===== config.mk =====
export PLATFORM = sky130hd
export DESIGN_NAME = regbank_write_sched
export DESIGN_NICKNAME = d
export VERILOG_FILES = /design/src/rtl/regbank_write_sched.sv
export SDC_FILE = /design/constraint.sdc
export NUM_CORES = 1
export LEC_CHECK = 0
export BUFFER_PORTS_ARGS = -buffer_cell sky130_fd_sc_hd__buf_2
export CORE_ASPECT_RATIO = 1.1
export CORE_MARGIN = 5
export CORE_UTILIZATION = 49
export DETAILED_ROUTE_END_ITERATION = 10
export GPL_TIMING_DRIVEN = 0
export PLACE_DENSITY = 0.82
export RECOVER_POWER = 100
export SYNTH_ARGS = -nofsm -noshare
export SYNTH_HDL_FRONTEND = slang
export SYNTH_SLANG_ARGS = --single-unit

===== constraint.sdc =====
create_clock -name clk -period 2.7 [get_ports clk]
set_input_delay 0.54 -clock clk [delete_from_list [all_inputs] [get_ports clk]]
set_output_delay 0.54 -clock clk [all_outputs]
set_load 0.005 [all_outputs]

===== src/rtl/regbank_write_sched.sv =====
// rtl/regbank_write_sched.sv - register bank write-port scheduler: zero-init, wb/load arbitration, pending scoreboard
// Optional REGBANK_ZERO_PROTECT_EN: RUN-state writes to register 0 are consumed without driving Reg_write.
module regbank_write_sched #(
  parameter int STARVE_LIMIT = 8
) (
  input  logic        clk,
  input  logic        rst,
  input  logic        wb_req,
  input  logic [4:0]  wb_reg,
  input  logic [31:0] wb_data,
  input  logic        ld_req,
  input  logic [4:0]  ld_reg,
  input  logic [31:0] ld_data,
  output logic        ld_ack,
  output logic        wb_stall,
  input  logic        issue_valid,
  input  logic [4:0]  issue_reg,
  input  logic [4:0]  rd_reg1,
  input  logic [4:0]  rd_reg2,
  output logic        hazard,
  output logic [31:0] pending,
  output logic        busy,
  output logic        Reg_write,
  output logic [4:0]  write_register,
  output logic [31:0] write_data
);

  localparam logic [0:0] S_INIT = 1'b0;
  localparam logic [0:0] S_RUN  = 1'b1;
  localparam int SW = $clog2(STARVE_LIMIT + 1);
  localparam logic [SW-1:0] STARVE_MAX = SW'(STARVE_LIMIT);
  localparam logic [SW-1:0] STARVE_ONE = SW'(1);
`ifdef REGBANK_ZERO_PROTECT_EN
  localparam bit ZERO_PROT = 1'b1;
`else
  localparam bit ZERO_PROT = 1'b0;
`endif

  logic [0:0]    state_q, state_d;
  logic [4:0]    cnt_q, cnt_d;
  logic          busy_q, busy_d;
  logic          we_q, we_d;
  logic [4:0]    wr_reg_q, wr_reg_d;
  logic [31:0]   wr_data_q, wr_data_d;
  logic [31:0]   pending_q, pending_d;
  logic [SW-1:0] starve_q, starve_d;

  logic          run;
  logic          force_ld;
  logic          grant;
  logic [4:0]    grant_reg;
  logic [31:0]   grant_data;

  always_comb begin
    run        = (state_q == S_RUN);
    force_ld   = run && ld_req && (starve_q == STARVE_MAX);
    ld_ack     = run && ld_req && (!wb_req || force_ld);
    wb_stall   = wb_req && (!run || force_ld);
    hazard     = !run || pending_q[rd_reg1] || pending_q[rd_reg2];
    grant      = ld_ack || (run && wb_req);
    grant_reg  = ld_ack ? ld_reg  : wb_reg;
    grant_data = ld_ack ? ld_data : wb_data;
  end

  always_comb begin
    state_d   = state_q;
    cnt_d     = cnt_q;
    busy_d    = busy_q;
    we_d      = 1'b0;
    wr_reg_d  = wr_reg_q;
    wr_data_d = wr_data_q;
    pending_d = pending_q;
    starve_d  = starve_q;
    if (!run) begin
      we_d      = 1'b1;
      wr_reg_d  = cnt_q;
      wr_data_d = 32'd0;
      starve_d  = '0;
      // cnt parks at 31 so the sequence can only restart through reset
      if (cnt_q == 5'd31) begin
        state_d = S_RUN;
        busy_d  = 1'b0;
      end else begin
        cnt_d = cnt_q + 5'd1;
      end
    end else begin
      if (grant && !(ZERO_PROT && grant_reg == 5'd0)) begin
        we_d      = 1'b1;
        wr_reg_d  = grant_reg;
        wr_data_d = grant_data;
      end
      if (ld_req && !ld_ack)
        starve_d = (starve_q == STARVE_MAX) ? starve_q : starve_q + STARVE_ONE;
      else
        starve_d = '0;
      // clear first so a same-edge issue to the same register wins
      if (ld_ack)
        pending_d[ld_reg] = 1'b0;
      if (issue_valid && !(ZERO_PROT && issue_reg == 5'd0))
        pending_d[issue_reg] = 1'b1;
    end
  end

  always_ff @(posedge clk or negedge rst) begin
    if (!rst) begin
      state_q   <= S_INIT;
      cnt_q     <= 5'd0;
      busy_q    <= 1'b1;
      we_q      <= 1'b0;
      wr_reg_q  <= 5'd0;
      wr_data_q <= 32'd0;
      pending_q <= 32'd0;
      starve_q  <= '0;
    end else begin
      state_q   <= state_d;
      cnt_q     <= cnt_d;
      busy_q    <= busy_d;
      we_q      <= we_d;
      wr_reg_q  <= wr_reg_d;
      wr_data_q <= wr_data_d;
      pending_q <= pending_d;
      starve_q  <= starve_d;
    end
  end

  assign pending        = pending_q;
  assign busy           = busy_q;
  assign Reg_write      = we_q;
  assign write_register = wr_reg_q;
  assign write_data     = wr_data_q;

endmodule


==> flow_summary.ini <==
[timing]
setup_ws_ps = 13.1
timing.final.crit_share = 0.995
fin_hold_ws_ps = 465
slew_headroom = -0.209
report.final.slew_viol_count = 35
fin_crit_ps = 2690
rsz0062_at_grt = true
hold_viol_final = 0
worstMarginPinSlew_ps = 1810
fin_worst_skew_ps = 12.1
max_freq_mhz = 372
finalSetupViolCount = 0

[cts]
cts.clk_slew.worst_paths_ps = 80
cts_root_buf = clkbuf_8
clkLatencyLatePin_ps = 350
htreeDepth = 3
cts.sinks = 81
cts_tree = built
cts_hold_buf = 0
cts_buffers = 9
cts_buffer_depth = 2

[synthesis]
synth_warnings = 0
synthesis.area_sq_mm = 0.00421
netlist_instances = 387
syn_area_per_cell_sq_um = 10.9
ys_seq_elements = 81
yosysUniqueCellTypes = 38
yosysSeqAreaShare = 0.482
syn-num-nets = 485
synth_top_area_cell = dfrtp_1
yosys.area.top_type_share = 0.476
netlist_top_cells_area = dfrtp_1 48%, o21ai_0 12%, mux2i_1 11%

[grt]
grt_util_all_layers = 0.233
gr-total-overflow = 0
grt_pass1_wl_mm = 19.8
grt_antenna_before_repair = 0
grt_pass1_vias = 4041
grt_start_max_net_pins = 49

[drt]
wl_mm = 12.4
wl_per_cell_um = 18.0
ant_nets = 0
drc_errors = 0
viasPerCell = 5.70
dr.pass1.iters = 4
drt_iter0_drc = 150
vias = 3929

[worst_setup_path]
rrSetupSlack_ps = 400
crit_required_ps = 2160
timing_worst_setup_path_type = flop to primary output
end_kind = primary output
critical_path.max_stage_delay_ps = 510
reg2reg_to = pending[23]$_DFFE_PN0P_
path_cells = mux4_1, mux4_2, mux2i_1, nand4_1, buf_2
crit_slowest_cell = mux4_1
r2r-start = starve_q[0]$_DFFE_PN0P_
critical_path.top_delay_family = multiplexers
cp.arrival_ps = 2150
r2r_cells = 8
critPathBufInv = 1
critical_path.max_fanout = 2
crit_path_start_kind = flop

[worst_hold_path]
min_path_cells = 3
min_from = wb_data[25]
hp-class = input pin to flop
whs_endpoint = write_data[25]$_DFFE_PN0P_

[power_and_ir_drop]
pwr-share-clk = 0.328
switching_share = 0.279
seqPwrFrac = 0.470
p_comb_frac = 0.202
finalPower_mw = 3.03
powerDensity_mw_per_mm2 = 559
p_switching_uw = 845
leakage_nw = 2.46
p_int_mw = 2.18
ir_drop_mv = 0.282

[placement]
post-place-ws_ps = -14.8
gp_congestion = 0.918
portBuffers = 161
dp_hpwl_mm = 9.47

[die]
coreArea_sq_mm = 0.00836
initial_core_util = 0.503
io_pins = 168
fp.dieArea_sq_mm = 0.0105
dieWidth_um = 98.3
dieHeight_um = 107
rows = 35

[finish]
layout.nets = 671
utilization = 0.647
areaGrowthSynthToFinish_pct = 28.7
n_antenna_cell = 0
fillCellCount = 714
drive_gt1_frac = 0.296

[job]
drv_cap = 1

[status]
status = finished with violations
violations = max-capacitance violations, max-slew violations
==> through the flow <==
stage	TNS, ps	std cells	cell area (sq um)
floorplan	0	387	4210
global placement	0	659	5150
detailed placement	-14.8	660	5180
CTS	0	686	5480
global route	-2030	689	5420
finish	0	689	5420
==> layout make-up <==
| type | count | area (sq um) | area share |
|---|---|---|---|
| Clock inverter | 6 | 91.3 | 0.0169 |
| Buffer | 20 | 123 | 0.0226 |
| Timing Repair Buffer | 175 | 836 | 0.154 |
| Multi-Input combinational cell | 279 | 2030 | 0.376 |
| Tap cell | 111 | 139 | 0.0256 |
| Clock buffer | 10 | 138 | 0.0254 |
| Sequential cell | 81 | 2030 | 0.375 |
| Inverter | 7 | 26.3 | 0.00485 |
==> routing by layer <==
layer | up-vias | part of all wire | global-route usage | routed length (um)
li1 | 1792 | - | - | -
met1 | 1862 | 0.38 | 0.281 | 4750
met2 | 246 | 0.49 | 0.394 | 6110
met3 | 29 | 0.099 | 0.0657 | 1230
met4 | 0 | 0.025 | 0.0956 | 316
met5 | - | 0 | 0 | 0
==> logic make-up (layout without fill, tap and decap cells) <==
kind of cell	Yosys count	after routing	synth area share
flip-flops	81	81	0.482
AO/OA/AOI/OAI	117	117	0.151
multiplexers	64	64	0.204
XOR/XNOR	5	5	0.0104
adder cells (fa/ha/maj)	4	4	0.0119
AND/OR/NAND/NOR	89	89	0.105
buffers and inverters	27	218	0.0351
==> repair_timing <==
action	in CTS	in global routing
endpoints found under the setup margin	1	3
pin swaps	0	2
setup buffers	10	3
resized for setup	1	3
==> state kept, by name (all words and copies together), names as in the netlist <==
| register | cells |
|---|---|
| write_register | 5 |
| Reg_write | 1 |
| pending | 32 |
| cnt_q | 5 |
| run | 1 |
| write_data | 32 |
| busy | 1 |
| starve_q | 4 |
==> synth_stat cells (all sizes together) <==
cell type and count:
nor2b 2, o21ai 98, a31oi 2, and2 1, mux2 3, a22o 1, and3 1, nand3 4
inv 7, or3b 2, a21o 5, a211o 3, dfstp 1, nor2 16, or3 3, nor3 1
buf 7, nand2b 1, mux2i 46, nor3b 1, ha 4, nor4b 1, clkbuf 13, a21boi 1
xor2 2, xnor2 3, nand4b 1, nand4bb 1, a21oi 1, a22oi 1, nand3b 10, a211oi 5
dfrtp 80, nand2 39, mux4 15, nand4 5
==> power groups by stage <==
stage	logic (mW)	registers, mW	clock network [mW]
floorplan	0.274	1.44	0
global placement	0.568	1.45	0
detailed placement	0.594	1.45	0
CTS	0.635	1.42	1.02
global route	0.677	1.44	1.08
finish	0.612	1.42	0.993
==> worst max-delay path by stage <==
stage | start | endpoint | slack [ps] | cells past startpoint
after global routing | pending[18]$_DFFE_PN0P_ | hazard | -90 | 5
after CTS | pending[18]$_DFFE_PN0P_ | hazard | 0.8 | 5
after global placement | rd_reg1[0] | hazard | 30 | 6
after floorplan | rd_reg1[1] | hazard | 300 | 5
final | pending[18]$_DFFE_PN0P_ | hazard | 10 | 5
after detailed placement | rd_reg1[0] | hazard | -10 | 6
==> layout by cell type, fill, tap and decap left out, drive strengths merged, types with 4 or more instances in the layout <==
cell and count:
a211oi 5, a21o 5, buf 137, clkbuf 68, clkinv 4, dfrtp 80
ha 4, inv 7, mux2i 46, mux4 15, nand2 39, nand3 4
nand3b 10, nand4 5, nor2 16, o21ai 98
==> tightest hold or removal path, delay by kind of cell <==
kind	cells	cell delay, ps
AOI/OAI and AO/OA	1	120
muxes	1	50
buffers and inverters	1	70
Note: power is estimated with default switching activity, not from simulation.
